File: src/rtl/transmisor_sincronizador_pkg.sv
// Shared definitions for the 8b/10b serial transmitter: code tables,
// legal control-code list, width-select modes and symbol length.
package transmisor_sincronizador_pkg;

  localparam int SYM_LEN = 10;

  localparam logic [1:0] MODE_8  = 2'b00;
  localparam logic [1:0] MODE_16 = 2'b01;
  localparam logic [1:0] MODE_32 = 2'b10;

  typedef enum logic {
    ST_LOAD,
    ST_SEND
  } tx_state_t;

  // 5b/6b code for EDCBA, written as abcdei in its RD- form.
  function automatic logic [5:0] enc_5b6b(input logic [4:0] x);
    logic [5:0] c;
    c = 6'b000000;
    case (x)
      5'd0:  c = 6'b100111;
      5'd1:  c = 6'b011101;
      5'd2:  c = 6'b101101;
      5'd3:  c = 6'b110001;
      5'd4:  c = 6'b110101;
      5'd5:  c = 6'b101001;
      5'd6:  c = 6'b011001;
      5'd7:  c = 6'b111000;
      5'd8:  c = 6'b111001;
      5'd9:  c = 6'b100101;
      5'd10: c = 6'b010101;
      5'd11: c = 6'b110100;
      5'd12: c = 6'b001101;
      5'd13: c = 6'b101100;
      5'd14: c = 6'b011100;
      5'd15: c = 6'b010111;
      5'd16: c = 6'b011011;
      5'd17: c = 6'b100011;
      5'd18: c = 6'b010011;
      5'd19: c = 6'b110010;
      5'd20: c = 6'b001011;
      5'd21: c = 6'b101010;
      5'd22: c = 6'b011010;
      5'd23: c = 6'b111010;
      5'd24: c = 6'b110011;
      5'd25: c = 6'b100110;
      5'd26: c = 6'b010110;
      5'd27: c = 6'b110110;
      5'd28: c = 6'b001110;
      5'd29: c = 6'b101110;
      5'd30: c = 6'b011110;
      5'd31: c = 6'b101011;
      default: c = 6'b000000;
    endcase
    return c;
  endfunction

  // 3b/4b code for HGF, written as fghj in its RD- form (primary D.x.7).
  function automatic logic [3:0] enc_3b4b(input logic [2:0] y);
    logic [3:0] c;
    c = 4'b0000;
    case (y)
      3'd0: c = 4'b1011;
      3'd1: c = 4'b1001;
      3'd2: c = 4'b0101;
      3'd3: c = 4'b1100;
      3'd4: c = 4'b1101;
      3'd5: c = 4'b1010;
      3'd6: c = 4'b0110;
      3'd7: c = 4'b1110;
      default: c = 4'b0000;
    endcase
    return c;
  endfunction

  // Legal control codes: K28.0-K28.7, K23.7, K27.7, K29.7, K30.7.
  function automatic logic is_legal_k(input logic [7:0] b);
    logic ok;
    ok = 1'b0;
    case (b)
      8'h1C, 8'h3C, 8'h5C, 8'h7C, 8'h9C, 8'hBC, 8'hDC, 8'hFC,
      8'hF7, 8'hFB, 8'hFD, 8'hFE: ok = 1'b1;
      default: ok = 1'b0;
    endcase
    return ok;
  endfunction

  // Full 10-bit control symbol (abcdeifghj) in RD- form; RD+ is its complement.
  function automatic logic [9:0] k_code_neg(input logic [7:0] b);
    logic [9:0] c;
    c = 10'b0;
    case (b)
      8'h1C: c = 10'b0011110100;
      8'h3C: c = 10'b0011111001;
      8'h5C: c = 10'b0011110101;
      8'h7C: c = 10'b0011110011;
      8'h9C: c = 10'b0011110010;
      8'hBC: c = 10'b0011111010;
      8'hDC: c = 10'b0011110110;
      8'hFC: c = 10'b0011111000;
      8'hF7: c = 10'b1110101000;
      8'hFB: c = 10'b1101101000;
      8'hFD: c = 10'b1011101000;
      8'hFE: c = 10'b0111101000;
      default: c = 10'b0;
    endcase
    return c;
  endfunction

  // Index of the last byte of a word for a given width select (11 acts as 8-bit).
  function automatic logic [1:0] last_byte_idx(input logic [1:0] mode);
    logic [1:0] r;
    r = 2'd0;
    case (mode)
      MODE_16: r = 2'd1;
      MODE_32: r = 2'd3;
      default: r = 2'd0;
    endcase
    return r;
  endfunction

endpackage

File: src/rtl/transmisor_sincronizador_encoder.sv
// Combinational 8b/10b encoder: byte + K flag + running disparity in,
// symbol (abcdeifghj, a in bit 9), next disparity and illegal-K flag out.
// rd = 0 means negative running disparity.
module encoder_8b10b
  import transmisor_sincronizador_pkg::*;
(
  input  logic [7:0] data,
  input  logic       k,
  input  logic       rd,
  output logic [9:0] symbol,
  output logic       rd_next,
  output logic       invalid
);

  logic [4:0] x;
  logic [2:0] y;
  logic [5:0] code6;
  logic [3:0] code4;
  logic [9:0] k_sym;
  logic       rd_mid;
  logic       use_alt;
  logic       k_legal;

  // Data path uses 5b/6b then 3b/4b with disparity tracked between the halves;
  // legal control bytes bypass it with a whole-symbol table.
  always_comb begin
    x       = data[4:0];
    y       = data[7:5];
    k_legal = is_legal_k(data);

    code6 = enc_5b6b(x);
    if (rd && (($countones(code6) != 3) || (x == 5'd7)))
      code6 = ~code6;
    rd_mid = rd ^ ($countones(code6) != 3);

    // D.x.A7 avoids a run of five equal bits across the 6b/4b seam.
    use_alt = (y == 3'd7) &&
              ((!rd_mid && ((x == 5'd17) || (x == 5'd18) || (x == 5'd20))) ||
               ( rd_mid && ((x == 5'd11) || (x == 5'd13) || (x == 5'd14))));
    code4 = use_alt ? 4'b0111 : enc_3b4b(y);
    if (rd_mid && (($countones(code4) != 2) || (y == 3'd3)))
      code4 = ~code4;

    k_sym = k_code_neg(data);
    if (rd)
      k_sym = ~k_sym;

    symbol  = {code6, code4};
    rd_next = rd_mid ^ ($countones(code4) != 2);
    invalid = 1'b0;
    if (k && k_legal) begin
      symbol  = k_sym;
      rd_next = rd ^ ($countones(k_sym) != 5);
    end else if (k) begin
      invalid = 1'b1;
    end
  end

endmodule

File: src/rtl/transmisor_sincronizador.sv
// 8b/10b serial transmitter: captures an 8/16/32-bit word at each word
// boundary, encodes it byte by byte (LSB byte first), serializes each
// symbol bit a..j and passes the stream through a 2-flop synchronizer.
module transmisor_sincronizador
  import transmisor_sincronizador_pkg::*;
(
  input  logic        clk,
  input  logic        rst,
  input  logic        enb,
  input  logic        K,
  input  logic [7:0]  dataIn,
  input  logic [15:0] dataIn16,
  input  logic [31:0] dataIn32,
  input  logic [1:0]  dataS,
  input  logic        TxElecIdle,
  output logic        serialOut,
  output logic        dataSync,
  output logic        invalid_value
);

  tx_state_t   state, state_next;
  logic        capture, send;
  logic [31:0] word_reg, word_sel;
  logic [1:0]  mode_reg;
  logic        k_reg;
  logic [3:0]  bit_cnt, bit_pos;
  logic [1:0]  byte_idx;
  logic        rd;
  logic        serial_q, invalid_q;
  logic        sync1, sync2;
  logic [7:0]  cur_byte;
  logic [9:0]  symbol;
  logic        rd_next, sym_invalid;
  logic        sym_last, byte_last;

  assign cur_byte  = word_reg[{byte_idx, 3'b000} +: 8];
  assign bit_pos   = 4'(SYM_LEN - 1) - bit_cnt;
  assign sym_last  = (bit_cnt == 4'(SYM_LEN - 1));
  assign byte_last = (byte_idx == last_byte_idx(mode_reg));

  encoder_8b10b u_encoder (
    .data    (cur_byte),
    .k       (k_reg),
    .rd      (rd),
    .symbol  (symbol),
    .rd_next (rd_next),
    .invalid (sym_invalid)
  );

  // Word select: 11 falls back to byte mode.
  always_comb begin
    word_sel = {24'b0, dataIn};
    case (dataS)
      MODE_16: word_sel = {16'b0, dataIn16};
      MODE_32: word_sel = dataIn32;
      default: word_sel = {24'b0, dataIn};
    endcase
  end

  // Sequencer state register.
  always_ff @(posedge clk or negedge rst) begin
    if (!rst)
      state <= ST_LOAD;
    else if (enb)
      state <= state_next;
  end

  // Next state: LOAD captures a fresh word, SEND re-captures on the last bit of the last byte.
  always_comb begin
    state_next = state;
    capture    = 1'b0;
    send       = 1'b0;
    if (TxElecIdle) begin
      state_next = ST_LOAD;
    end else begin
      case (state)
        ST_LOAD: begin
          capture    = 1'b1;
          state_next = ST_SEND;
        end
        ST_SEND: begin
          send    = 1'b1;
          capture = sym_last && byte_last;
        end
        default: state_next = ST_LOAD;
      endcase
    end
  end

  // Captured word, width and K flag; only meaningful once the sequencer has loaded them.
  always_ff @(posedge clk) begin
    if (enb && capture) begin
      word_reg <= word_sel;
      mode_reg <= dataS;
      k_reg    <= K;
    end
  end

  // Bit/byte counters, running disparity and the serial/invalid output registers.
  always_ff @(posedge clk or negedge rst) begin
    if (!rst) begin
      bit_cnt   <= 4'd0;
      byte_idx  <= 2'd0;
      rd        <= 1'b0;
      serial_q  <= 1'b0;
      invalid_q <= 1'b0;
    end else if (enb) begin
      if (!send) begin
        bit_cnt   <= 4'd0;
        byte_idx  <= 2'd0;
        serial_q  <= 1'b0;
        invalid_q <= 1'b0;
      end else begin
        serial_q  <= symbol[bit_pos];
        invalid_q <= sym_invalid;
        if (sym_last) begin
          rd       <= rd_next;
          bit_cnt  <= 4'd0;
          byte_idx <= byte_last ? 2'd0 : byte_idx + 2'd1;
        end else begin
          bit_cnt <= bit_cnt + 4'd1;
        end
      end
    end
  end

  // Two-flop synchronizer on the serial stream.
  always_ff @(posedge clk or negedge rst) begin
    if (!rst) begin
      sync1 <= 1'b0;
      sync2 <= 1'b0;
    end else if (enb) begin
      sync1 <= serial_q;
      sync2 <= sync1;
    end
  end

  assign serialOut     = serial_q;
  assign invalid_value = invalid_q;
  assign dataSync      = sync2;

endmodule

File: config.mk
export PLATFORM = sky130hd
export DESIGN_NAME = transmisor_sincronizador
export DESIGN_NICKNAME = d
export VERILOG_FILES = /design/src/rtl/transmisor_sincronizador_pkg.sv /design/src/rtl/transmisor_sincronizador_encoder.sv /design/src/rtl/transmisor_sincronizador.sv
export SDC_FILE = /design/constraint.sdc
export NUM_CORES = 1
export LEC_CHECK = 0
export BUFFER_PORTS_ARGS = -buffer_cell sky130_fd_sc_hd__buf_2
export CORE_MARGIN = 4
export CORE_UTILIZATION = 40
export CTS_CLUSTER_DIAMETER = 30
export CTS_CLUSTER_SIZE = 40
export DETAILED_ROUTE_END_ITERATION = 7
export PLACE_DENSITY = 0.68
export REMOVE_ABC_BUFFERS = 1
export SLEW_MARGIN = 30
export SYNTH_ARGS = -nofsm -noshare
export SYNTH_HDL_FRONTEND = slang
export SYNTH_SLANG_ARGS = --single-unit
File: constraint.sdc
create_clock -name clk -period 10.6 [get_ports clk]
set_clock_uncertainty 0.15 [all_clocks]
set_input_delay 0.53 -clock clk [delete_from_list [all_inputs] [get_ports clk]]
set_output_delay 0.53 -clock clk [all_outputs]
set_load 0.1 [all_outputs]
After elaboration in Yosys (flattened, before gate mapping)
Memory sizes are Yosys's and may differ from the RTL's.
Cells that the tools add are included.
- $add $sub $neg: 28
- order comparisons: 1
- eq/ne operators: 33
- shifts and indexed selects: 1
- muxes and demuxes: 26
- bitwise logic cells: 7
- reduce and logical (&&, ||, !) cells: 19
- operators with widths (cell ; count):
    adder 32 bit ; 10
    inequality test 32 x 3 -> 1 bit, second input constant ; 4
    one-hot mux 10 bit (12 select lines) ; 1
    equality test 8 bit, second input constant ; 8
    one-hot mux 32 bit (2 select lines) ; 1
    inequality test 32 x 4 -> 1 bit, second input constant ; 1
    variable part select 32 x 6 -> 8 bit ; 1
    adder 1 x 1 -> 2 bit ; 15
    two-way mux 10 bit ; 2
    equality test 8 x 7 -> 1 bit, second input constant ; 2
    two-way mux 4 bit ; 4
    equality test 5 x 4 -> 1 bit, second input constant ; 3
    equality test 5 bit, second input constant ; 3
    OR reduction 12 bit ; 1
    two-way mux 1 bit ; 11
    inverter 10 bit ; 1
    equality test 8 x 5 -> 1 bit, second input constant ; 1
    equality test 8 x 6 -> 1 bit, second input constant ; 1
    logical AND 1 bit ; 8
    logical OR 1 bit ; 7
    two-way mux 2 bit ; 3
    two-way mux 6 bit ; 1
    inverter 6 bit ; 1
    equality test 5 x 3 -> 1 bit, second input constant ; 1
    20 further kinds ; 24
- register bits: 47
- memory bits (read-only): 224
- input port bits: 63
- output and inout bits: 3
- logic and storage cells: 128
- memories kept: 2
- memories (name ; depth ; bits a word ; rd ports ; clocked after memory_dff ; write ports ; RTL line ; text):
    (no name shown) ; 32 ; 6 ; 1 ; 0 ; 0 ; transmisor_sincronizador_pkg.sv:20 ; case (x)
    (no name shown) ; 8 ; 4 ; 1 ; 0 ; 0 ; transmisor_sincronizador_pkg.sv:62 ; case (y)

Longest topological paths before layout
Gate-level depths: netlist of run 1.
An unclocked memory read counts as a cell.
- depth in word-level cells: 30
- gate-level depth with buffers: 39
- depth with buffers taken out: 38

Modules after synthesis
Synthesis of run 1 repeated with hierarchy kept, for this count alone.
- cell total of the unflattened synthesis: 405
- area, all modules: 4177.8 sq um
- modules (own cells, without submodules) (module ; instances ; cells each ; area an instance (sq um) ; seq. area each (sq um)):
    transmisor_sincronizador ; 1 ; 180 ; 2334.7 ; 1351.3
    encoder_8b10b ; 1 ; 225 ; 1843.0 ; 0.0

Worst setup path before layout of run 1
OpenSTA, ideal clock, no wires.
- path type: register -> register
- start point: register byte_idx[0]
- end point: register rd
- setup time: 0.122 ns
- arrival time: 8.807 ns
- data required time: 10.328 ns
- slack: 1.522 ns
- stages on the path, launching flop included: 36
- path buffers: 1
- clock period less this slack: 9.078 ns
- path through: dfrtp_1 buf_6 mux4_2 inv_1 ha_1 inv_1 a221o_1 a21oi_1 ha_1 fa_1 ha_1 nand2_1 o31ai_1 o21ai_4 or3_1 a21boi_0 fa_1 ha_1 nor4bb_1 xor2_1 or4_4 and3_1 a21oi_1 ha_1 ha_1 fa_1 a31oi_1 nor2_1 a32oi_1 fa_1 nor2_1 nand2_1 xnor2_1 nor2_1 a31oi_1 o22a_1
- word-level cells in the longest chain between the ends: 30
- elaborated cells between the ends (all ways): 82
- classes of those cells: add/sub (25); eq/ne (26); shift (1); mux (7); bitwise (6); reduce/logical (15); memory (2)
- RTL lines (item ; RTL line ; text):
    from (decl) ; transmisor_sincronizador.sv:27 ; logic [1:0] byte_idx;
    from (signal assigned) ; transmisor_sincronizador.sv:119 ; byte_idx <= byte_last ? 2'd0 : byte_idx + 2'd1;
    variable part select 32 x 6 -> 8 bit (*) ; transmisor_sincronizador.sv:36 ; assign cur_byte = word_reg[{byte_idx, 3'b000} +: 8];
    memory (32 x 6 bit) ; - ;
    adder 1 x 1 -> 2 bit (implied by the code) ; transmisor_sincronizador_encoder.sv:32 ; if (rd && (($countones(code6) != 3) || (x == 5'd7)))
    adder 32 bit (implied by the code) (2 in a row) ; transmisor_sincronizador_encoder.sv:32 ;
    inequality test 32 x 3 -> 1 bit ; transmisor_sincronizador_encoder.sv:32 ;
    logical OR 1 bit ; transmisor_sincronizador_encoder.sv:32 ;
    logical AND 1 bit ; transmisor_sincronizador_encoder.sv:32 ;
    two-way mux 6 bit ; transmisor_sincronizador_encoder.sv:32 ;
    [... 13 more ...] ; - ;
    logical OR 1 bit ; transmisor_sincronizador_encoder.sv:41 ; if (rd_mid && (($countones(code4) != 2) || (y == 3'd3)))
    logical AND 1 bit ; transmisor_sincronizador_encoder.sv:41 ;
    two-way mux 4 bit ; transmisor_sincronizador_encoder.sv:41 ;
    adder 1 x 1 -> 2 bit (implied by the code) ; transmisor_sincronizador_encoder.sv:49 ; rd_next = rd_mid ^ ($countones(code4) != 2);
    adder 32 bit (implied by the code) ; transmisor_sincronizador_encoder.sv:49 ;
    inequality test 32 x 3 -> 1 bit ; transmisor_sincronizador_encoder.sv:49 ;
    bitwise XOR 1 bit ; transmisor_sincronizador_encoder.sv:49 ;
    two-way mux 1 bit (*) ; transmisor_sincronizador_encoder.sv:51 ; if (k && k_legal) begin
    to (signal assigned) ; transmisor_sincronizador.sv:117 ; rd <= rd_next;
    to (decl) ; transmisor_sincronizador.sv:28 ; logic rd;
Every way passes the cells marked *; elsewhere a longest branch is shown, timed or not.
A chain may end at the register's enable or synchronous reset.

Final worst setup path of run 1
Ends and elaborated chain as after synthesis.

==> results of run 1 <==
## synthesized netlist by cell type, drive strengths merged (10+ instances only)
master and count:
o21ai 23, edfxtp 35, dfrtp 12, a21oi 14, mux4 10, and2 18, xnor2 14, xor2 15
clkbuf 18, fa 11, nor2 32, nand2 29, a22oi 18, ha 28, inv 29
## stage by stage
stage	setup slack, ns	power (W)	hold slack [ns]	instance area (sq um)
2_1_floorplan	1.13	0.000355	0.0844	3890
3_3_place_gp	0.950	0.000398	0.276	4420
3_5_place_dp	0.649	0.000405	0.280	4420
4_1_cts	0.613	0.000563	0.252	4570
5_1_grt	0.114	0.000596	0.246	4600
6_report	0.712	0.000559	0.263	4600
## worst max-delay path: cells and delay by family (launching register included)
kind / cells / cell delay (ns)
simple gates: 10 / 2.24
compound gates: 10 / 2.55
buf+inv: 1 / 0.21
flops: 1 / 0.52
fa+ha+maj: 9 / 3.16
mux: 1 / 0.57
xor+xnor: 2 / 0.36
## per-layer routing
metal	wire [microns]	vias to the layer above	track usage (%)	part of all wire [%]
met2	4080	103	26.0	49
met4	58	0	3.25	0.69
met3	474	5	2.45	5.7
met5	0	-	0	0
li1	-	1570	-	-
met1	3760	1421	19.4	45
## where the power goes
group / switching (W) / total (W) / internal (W)
clock network: 0.0000625 / 0.000158 / 0.0000957
registers: 0.00000699 / 0.000215 / 0.000208
logic: 0.000106 / 0.000186 / 0.0000804
## path summary, 6_finish.rpt
check / end / slack [ns] / cells past startpoint
hold reg to reg: invalid_value / 0.36 / 1
setup reg to reg: rd / 0.71 / 33
min in group asynchronous: bit_cnt[1] / 0.46 / 2
max in group asynchronous: byte_idx[0] / 9.61 / 2
hold / removal: k_reg / 0.26 / 1
setup / recovery: rd / 0.71 / 33
## cells by family after synthesis
logic type	Yosys count	share of synthesized area (%)
simple gates	117	14.9
compound gates	98	17.3
buf+inv	53	5.44
flops	47	33.8
fa+ha+maj	39	14.3
xor+xnor	29	6.34
mux	19	8.06
## timing repair
| action | in CTS | in global routing |
|---|---|---|
| hold endpoints to repair | 12 | 0 |
| hold buffers | 1 | 0 |
| setup endpoints to repair | 0 | 1 |
| resized for setup | 0 | 1 |
## final cells by class
cell class | instances | area, sq um
inverter | 29 | 109
fill | 926 | 5170
clock buffer | 5 | 68.8
tap | 133 | 166
clock inverter | 3 | 71.3
timing repair buffer | 70 | 385
multi-input combinational | 302 | 2450
sequential | 47 | 1350
==> summary.md, run 1 <==
| Metric | Value |
|---|---|
| Outcome | `finished clean` |
| Sequential area share after synthesis | `33.8%` |
| # DRC | `0` |
| ANT nets after route | `0` |
| Post-Place Cells | `579` |
| RSZ-0062 raised after global routing | `no` |
| H-tree levels | `2` |
| Via count | `3,099` |
| GRT overflow | `0` |
| Worst slew pin tran | `0.849 ns` |
| Synthesized area | `0.00400 sq mm` |
| Core area | `0.00977 sq mm` |
| Final setup viols | `0` |
| Worst path slowest cell | `mux4_1` |
| Max frequency | `101 MHz` |
| Worst reg2reg startpoint | `byte_idx[0]` |
| Number of max-cap violations | `0` |
| CP arrival | `9.94 ns` |
| # rows | `36` |
| Setup bufs post-CTS | `0` |
| Clk buf depth | `2` |
| Dominant cell type by area after synthesis | `edfxtp_1` |
| Clk slew on worst S/H paths | `0.10 ns` |
| WS Path Type | `reg -> reg` |
| Finished Core Util | `47.1%` |
| Number of global-route vias before repair | `3,079` |
| Prevailing post-synth register cell | `edfxtp_1` |
| Detailed Route Iter0 Violations | `309` |
| Setup crit start | `byte_idx[0]` |
| Power Dens Cells | `122 mW/mm^2` |
| Final worst-path cycle share | `93.3%` |
| Post-synthesis register bit count | `47` |
| Post-synth EDFFs | `35` |
| Commonest non-fill, non-tap cell in the layout | `buf_2` |
| Routed WL per cell | `14.2 microns` |
| Root Buffer | `clkbuf_8` |
| Initial antenna violation count | `0` |
| Hold crit path type | `in -> reg` |
| Finished Layout Cells | `589` |
| Max reg flops | `32` |
| Sum Neg Setup Slack | `0 ns` |
| Top cell by count, worst path | `ha_1` |
| Via density | `5.26` |
| Num CTS Buffers | `5` |
| Ratio of cells with drive above 1 in the final layout | `21.9%` |
| Crit path max fanout | `19` |
| Max incr delay on CP | `0.57 ns` |
| IO buf count | `65` |
| First-pass GRT wire length | `14,100 microns` |
| CP startpoint kind | `flop` |
| Yosys cell types | `61` |
| Fraction of synthesis flops using an asynchronous set or reset pin | `25.5%` |
| Worst skew pair latency | `0.31 ns` |
| Largest net degree at the start of global routing | `36` |
| # diodes | `0` |
| CP required | `10.65 ns` |
| Detailed-placement wirelength estimate | `6830 microns` |
| Clock sinks | `47` |
| RD Place Congestion | `0.855` |
| Initial DRT Pass Iterations | `4` |
| Full die area | `0.0117 sq mm` |
| Post-synthesis cell count | `402` |
| Layout area overhead | `14.9%` |
| Worst Min Path Start | `K` |
| Final wirelength | `8380 microns` |
| LEAKAGE | `1.93 nW` |
| Most frequent cells in the layout | `buf_2, edfxtp_1, nor2_1, inv_1, nand2_1` |
| TritonCTS clock tree | `built` |
| Layout Nets | `557` |
| Die span in y | `108 microns` |
| GRT Total Usage | `14.9%` |
| Max_slew headroom | `43.4%` |
| Min cycle time layout | `9.89 ns` |
| Slew Limit Fails | `0` |
| Synth warn | `0` |
| Die X | `108 microns` |
| Largest cells by area after synthesis | `edfxtp_1, ha_1, dfrtp_1` |
| Initial Util | `41.0%` |
| Peak VDD IR | `0.0735 mV` |
| Avg Inst Size Synth | `9.96 sq um` |
| Final Hold Vio Count | `0` |
| Synth top area share | `26.3%` |
| I/O pin count | `66` |
| Crit end category | `flop` |
(Power assumes the default switching activity.)
==> inputs of run 2 (changes only) <==
--- a/config.mk
+++ b/config.mk
@@ -5,6 +5,7 @@
 export SDC_FILE = /design/constraint.sdc
 export NUM_CORES = 1
 export LEC_CHECK = 0
+export ABC_AREA = 1
 export BUFFER_PORTS_ARGS = -buffer_cell sky130_fd_sc_hd__buf_2
 export CORE_MARGIN = 4
 export CORE_UTILIZATION = 40
==> run 2 against run 1 <==
- final cell count is 37% higher
- critical path depth is 13 higher
- first-iteration DRC count is 13% lower
- sequential cell count stayed put
- hold slack worse by 0.0096 ns
- largest power group is now combinational logic
- register-to-register slack better by 0.80 ns
- largest cell class unchanged
- non-clock buffer count is 3 lower
- clock power is 18% lower
- design area is 5.8% higher
==> summary.md, run 2 <==
| Metric | Value |
|---|---|
| # DRC | `0` |
| Die span in y | `112 microns` |
| # diodes | `0` |
| Root Buffer | `clkbuf_8` |
| Detailed-placement wirelength estimate | `7660 microns` |
| Clock sinks | `47` |
| Layout Nets | `773` |
| Sequential area share after synthesis | `31.2%` |
| H-tree levels | `2` |
| Crit path max fanout | `21` |
| Worst path slowest cell | `dfrtp_1` |
| LEAKAGE | `2.63 nW` |
| Initial Util | `41.5%` |
| Peak VDD IR | `0.0822 mV` |
| GRT Total Usage | `15.5%` |
| TritonCTS clock tree | `built` |
| Top cell by count, worst path | `nand2_1` |
| Largest cells by area after synthesis | `edfxtp_1, nand2_1, ha_1` |
| First-pass GRT wire length | `16,900 microns` |
| Worst r2r dst | `rd` |
| Fraction of synthesis flops using an asynchronous set or reset pin | `25.5%` |
| Final setup viols | `0` |
| Crit end category | `flop` |
| Core area | `0.0104 sq mm` |
| Initial DRT Pass Iterations | `5` |
| Via density | `4.99` |
| Prevailing post-synth register cell | `edfxtp_1` |
| RSZ-0062 raised after global routing | `no` |
| IO buf count | `65` |
| Most frequent cells in the layout | `nand2_1, inv_1, buf_2, nand3_1, nor2_1` |
| Synth warn | `0` |
| Slew Limit Fails | `0` |
| Worst slew pin tran | `0.657 ns` |
| Layout area overhead | `12.5%` |
| Top cells by count, synth | `nand2_1, inv_1, nand3_1, nor2_1` |
| Final worst-path cycle share | `85.7%` |
| Max reg flops | `32` |
| CP required | `10.61 ns` |
| Worst reg2reg startpoint | `byte_idx[0]` |
| Max incr delay on CP | `0.63 ns` |
| CP arrival | `9.10 ns` |
| Final wirelength | `9510 microns` |
| Setup bufs post-CTS | `0` |
| Hold depth | `1` |
| Power Dens Cells | `137 mW/mm^2` |
| Avg Inst Size Synth | `7.04 sq um` |
| Via count | `4,031` |
| Commonest non-fill, non-tap cell in the layout | `nand2_1` |
| Post-synth EDFFs | `35` |
| Outcome | `finished clean` |
| CP startpoint kind | `flop` |
| Number of max-cap violations | `0` |
| Min cycle time layout | `9.09 ns` |
| Fillers | `1,020` |
| Die X | `112 microns` |
| Routed WL per cell | `11.8 microns` |
| Setup ws final | `1.51 ns` |
| Max frequency | `110 MHz` |
| Reg-to-reg setup timing slack | `1.51 ns` |
| Final Hold Vio Count | `0` |
| Largest net degree at the start of global routing | `36` |
| # rows | `37` |
| Detailed Route Iter0 Violations | `270` |
| Dominant cell type by area after synthesis | `edfxtp_1` |
| WS Path Type | `reg -> reg` |
| Num CTS Buffers | `5` |
| Clk slew on worst S/H paths | `0.09 ns` |
| I/O pin count | `66` |
| Number of global-route vias before repair | `3,940` |
| Worst skew pair latency | `0.29 ns` |
| Sum Neg Setup Slack | `0 ns` |
| Post-synthesis register bit count | `47` |
| GRT overflow | `0` |
| Synthesized area | `0.00433 sq mm` |
| Clk buf depth | `2` |
| Yosys cell types | `35` |
| ANT nets after route | `0` |
| Post-synthesis cell count | `615` |
| R2R depth | `46` |
| Synth top area share | `24.3%` |
| Hold Path End | `k_reg` |
| RD Place Congestion | `0.876` |
| Hold crit path type | `in -> reg` |
| Initial antenna violation count | `0` |
| Ratio of cells with drive above 1 in the final layout | `15.8%` |
| Most numerous cell in the Yosys netlist | `nand2_1` |
| Max_slew headroom | `56.2%` |
| Placement Setup Slack | `1.55 ns` |
| Worst Min Path Start | `K` |
| Full die area | `0.0125 sq mm` |
-- run 2: cell count changes after synthesis, moves of 17 or more --
cell     change
nand2_1    +198
and2_1      -17
a21oi_1     +21
nand3_1     +56
a22oi_1     -17
inv_1       +46
-- run 2: through the flow --
stage	instances	hold WS (ns)	instance area [sq um]	utilization (%)	total power, W
after CTS	807	0.249	4850	46.6	0.000669
after global routing	808	0.236	4870	46.7	0.000732
final	808	0.253	4870	46.7	0.000667
after global placement	798	0.269	4730	45.4	0.000526
after floorplan	597	0.0844	4220	-	0.000465
after detailed placement	798	0.274	4730	45.4	0.000538
-- run 2: layout make-up --
type / count / area [sq um] / share of cell area (%)
flip-flops and latches: 47 / 1350 / 27.8
inverters: 78 / 293 / 6.01
clock buffers: 5 / 68.8 / 1.41
multi-input cells: 472 / 2590 / 53.2
clock inverters: 3 / 43.8 / 0.900
repair buffers: 67 / 350 / 7.20
well taps: 136 / 170 / 3.50
-- run 2: worst max path at each step --
stage | start | end | slack (ns) | depth (start not counted)
floorplan | byte_idx[0] | rd | 2.53 | 46
global placement | byte_idx[0] | rd | 1.94 | 46
detailed placement | byte_idx[0] | rd | 1.55 | 46
CTS | byte_idx[0] | rd | 1.52 | 46
global route | byte_idx[0] | rd | 0.51 | 49
finish | byte_idx[0] | rd | 1.51 | 46
-- run 2: critical path, delay by kind of cell (launching register included) --
family,cells,cell delay (ns)
compound gates,4,0.69
xor+xnor,2,0.43
fa+ha+maj,10,3.36
buf+inv,6,0.97
flops,1,0.63
simple gates,24,2.70
-- run 2: cell families (layout without fill, tap and decap cells) --
group | after synthesis | count (layout) | share of synthesized area (%)
AND/OR/NAND/NOR | 366 | 366 | 37.4
AO/OA/AOI/OAI | 56 | 56 | 6.79
adder cells (fa/ha/maj) | 39 | 39 | 13.2
XOR/XNOR | 11 | 11 | 2.23
flip-flops | 47 | 47 | 31.2
buffers and inverters | 96 | 153 | 9.22
-- run 2: routing by layer --
layer | global-route usage [%] | share of wire, % | wire length (microns) | vias up
met5 | 0 | 0 | 0 | -
met4 | 4.41 | 1.3 | 121 | 0
met3 | 1.94 | 5.9 | 563 | 11
met2 | 26.7 | 47 | 4510 | 142
met1 | 20.7 | 45 | 4320 | 1809
li1 | - | - | - | 2069
-- run 2: timing repair --
| item | 4_1_cts | 5_1_grt |
|---|---|---|
| endpoints found under the setup margin | 0 | 0 |
| resized for setup | 0 | 0 |
| endpoints found under the hold margin | 12 | 0 |
| hold buffers | 1 | 0 |
-- run 2: where the power goes --
| group | switching (W) | internal (W) | leakage (nW) | total [W] |
|---|---|---|---|---|
| clock | 0.0000597 | 0.0000702 | 0.0581 | 0.000130 |
| sequential | 0.00000988 | 0.000211 | 0.489 | 0.000221 |
| combinational | 0.000199 | 0.000118 | 2.08 | 0.000316 |
| total | 0.000268 | 0.000398 | 2.63 | 0.000667 |
==> inputs of run 3 (changes only) <==
--- a/config.mk
+++ b/config.mk
@@ -12,7 +12,7 @@
 export CTS_CLUSTER_DIAMETER = 30
 export CTS_CLUSTER_SIZE = 40
 export DETAILED_ROUTE_END_ITERATION = 7
-export PLACE_DENSITY = 0.68
+export PLACE_DENSITY = 0.7
 export REMOVE_ABC_BUFFERS = 1
 export SLEW_MARGIN = 30
 export SYNTH_ARGS = -nofsm -noshare
==> run 3 against run 2 <==
- die area is the same
- worst setup slack worse by 0.078 ns
- total power down 3.5%
- critical path type unchanged
- largest cell class unchanged
==> summary.md, run 3 (synthesized netlist as in run 2, its figures left out) <==
| Metric | Value |
|---|---|
| Ratio of cells with drive above 1 in the final layout | `15.8%` |
| Hold crit path type | `in -> reg` |
| Max reg flops | `32` |
| Fillers | `1,069` |
| Register Area | `0.00135 sq mm` |
| CP required | `10.62 ns` |
| CP arrival | `9.18 ns` |
| Worst Min Path Start | `K` |
| Number of max-cap violations | `0` |
| Final Hold Vio Count | `0` |
| Initial Util | `41.5%` |
| Clk slew on worst S/H paths | `0.10 ns` |
| Power Dens Cells | `133 mW/mm^2` |
| Detailed Route Iter0 Violations | `157` |
| Detailed-placement wirelength estimate | `7660 microns` |
| Num CTS Buffers | `5` |
| Placement Setup Slack | `1.50 ns` |
| Setup bufs post-CTS | `0` |
| Min cycle time layout | `9.16 ns` |
| GRT Total Usage | `15.0%` |
| Worst slew pin tran | `0.664 ns` |
| Peak VDD IR | `0.0566 mV` |
| ANT nets after route | `0` |
| Die span in y | `112 microns` |
| Max incr delay on CP | `0.64 ns` |
| Root Buffer | `clkbuf_8` |
| Outcome | `finished clean` |
| CP startpoint kind | `flop` |
| Layout Nets | `773` |
| Via count | `3,896` |
| Area of the multi-input gates | `0.00259 sq mm` |
| Final setup viols | `0` |
| Largest net degree at the start of global routing | `36` |
| Worst path slowest cell | `dfrtp_1` |
| Initial DRT Pass Iterations | `5` |
| Finished Layout Cells | `808` |
| Layout area overhead | `12.2%` |
| CTS Hold Bufs | `1` |
| GRT overflow | `0` |
| Clock sinks | `47` |
| Core area | `0.0104 sq mm` |
| Slew Limit Fails | `0` |
| Number of global-route vias before repair | `3,815` |
| RSZ-0062 raised after global routing | `no` |
| RD Place Congestion | `0.883` |
| Die X | `112 microns` |
| Crit path max fanout | `21` |
| Max_slew headroom | `55.7%` |
| Worst reg2reg startpoint | `byte_idx[0]` |
| H-tree levels | `2` |
| Max frequency | `109 MHz` |
| Post-Place Cells | `798` |
| I/O pin count | `66` |
| # rows | `37` |
| Via density | `4.82` |
| Final wirelength | `9330 microns` |
| Top cell by count, worst path | `nand2_1` |
| Sum Neg Setup Slack | `0 ns` |
| # DRC | `0` |
| WS Path Type | `reg -> reg` |
| Most frequent cells in the layout | `nand2_1, inv_1, buf_2, nand3_1, nor2_1` |
| First-pass GRT wire length | `16,400 microns` |
| Clk buf depth | `2` |
| LEAKAGE | `2.62 nW` |
| Routed WL per cell | `11.5 microns` |
| Final worst-path cycle share | `86.5%` |
| # diodes | `0` |
| IO buf count | `65` |
| Commonest non-fill, non-tap cell in the layout | `nand2_1` |
| Worst skew pair latency | `0.30 ns` |
| TritonCTS clock tree | `built` |
| Setup ws final | `1.44 ns` |
| Initial antenna violation count | `0` |
| Resized Gates After CTS | `0` |
| Crit end category | `flop` |
| Full die area | `0.0125 sq mm` |
| Setup crit start | `byte_idx[0]` |
## run 3: cell types whose count changed in the layout (fill, tap and decap cells not counted)
cell       previous run  this run
buf_8                 1         0
bufinv_16             1         0
inv_6                 0         1
clkinv_4              1         0
clkinv_2              1         2
buf_16                0         1
## run 3: area by class of cell
cell class / count / share of cell area (%)
Timing Repair Buffer: 67 / 7.47
Clock inverter: 3 / 0.386
Clock buffer: 5 / 1.42
Multi-Input combinational cell: 472 / 53.4
Inverter: 78 / 6.03
Sequential cell: 47 / 27.8
Tap cell: 136 / 3.50
## run 3: path summary, 6_finish.rpt
path                            slack, ns  cells after the start           to
worst min-delay path                 0.25                      1        k_reg
worst max register to register       1.44                     46           rd
worst min register to register       0.33                      2     dataSync
max in group asynchronous            9.61                      2  byte_idx[1]
min in group asynchronous            0.47                      2    serialOut
worst max-delay path                 1.44                     46           rd
## run 3: metrics by stage
step / area, sq um / total power, W / util (%) / hold WS, ns
2_1_floorplan: 4220 / 0.000465 / - / 0.0844
3_3_place_gp: 4730 / 0.000525 / 45.4 / 0.273
3_5_place_dp: 4730 / 0.000538 / 45.4 / 0.271
4_1_cts: 4830 / 0.000646 / 46.3 / 0.250
5_1_grt: 4860 / 0.000708 / 46.6 / 0.248
6_report: 4860 / 0.000644 / 46.6 / 0.254
## run 3: worst max-delay path, delay by kind of cell, from the launching register on
| kind | cells | cell delay (ns) |
|---|---|---|
| simple gates | 24 | 2.74 |
| fa+ha+maj | 10 | 3.35 |
| flops | 1 | 0.64 |
| compound gates | 4 | 0.72 |
| buf+inv | 6 | 0.98 |
| xor+xnor | 2 | 0.45 |
## run 3: routing by layer
layer  vias to the layer above  global-route usage [%]  routed length [microns]
met5                         -                       0                        0
met4                         0                    2.80                       70
met3                         6                    1.73                      456
met2                       113                    26.9                     4430
met1                      1704                    19.8                     4370
li1                       2073                       -                        -
## run 3: report_power, final
part / internal (W) / leakage (nW) / total [W] / switching (W)
Sequential: 0.000211 / 0.489 / 0.000220 / 0.00000957
Combinational: 0.000119 / 2.08 / 0.000317 / 0.000199
Clock: 0.0000465 / 0.0483 / 0.000106 / 0.0000599
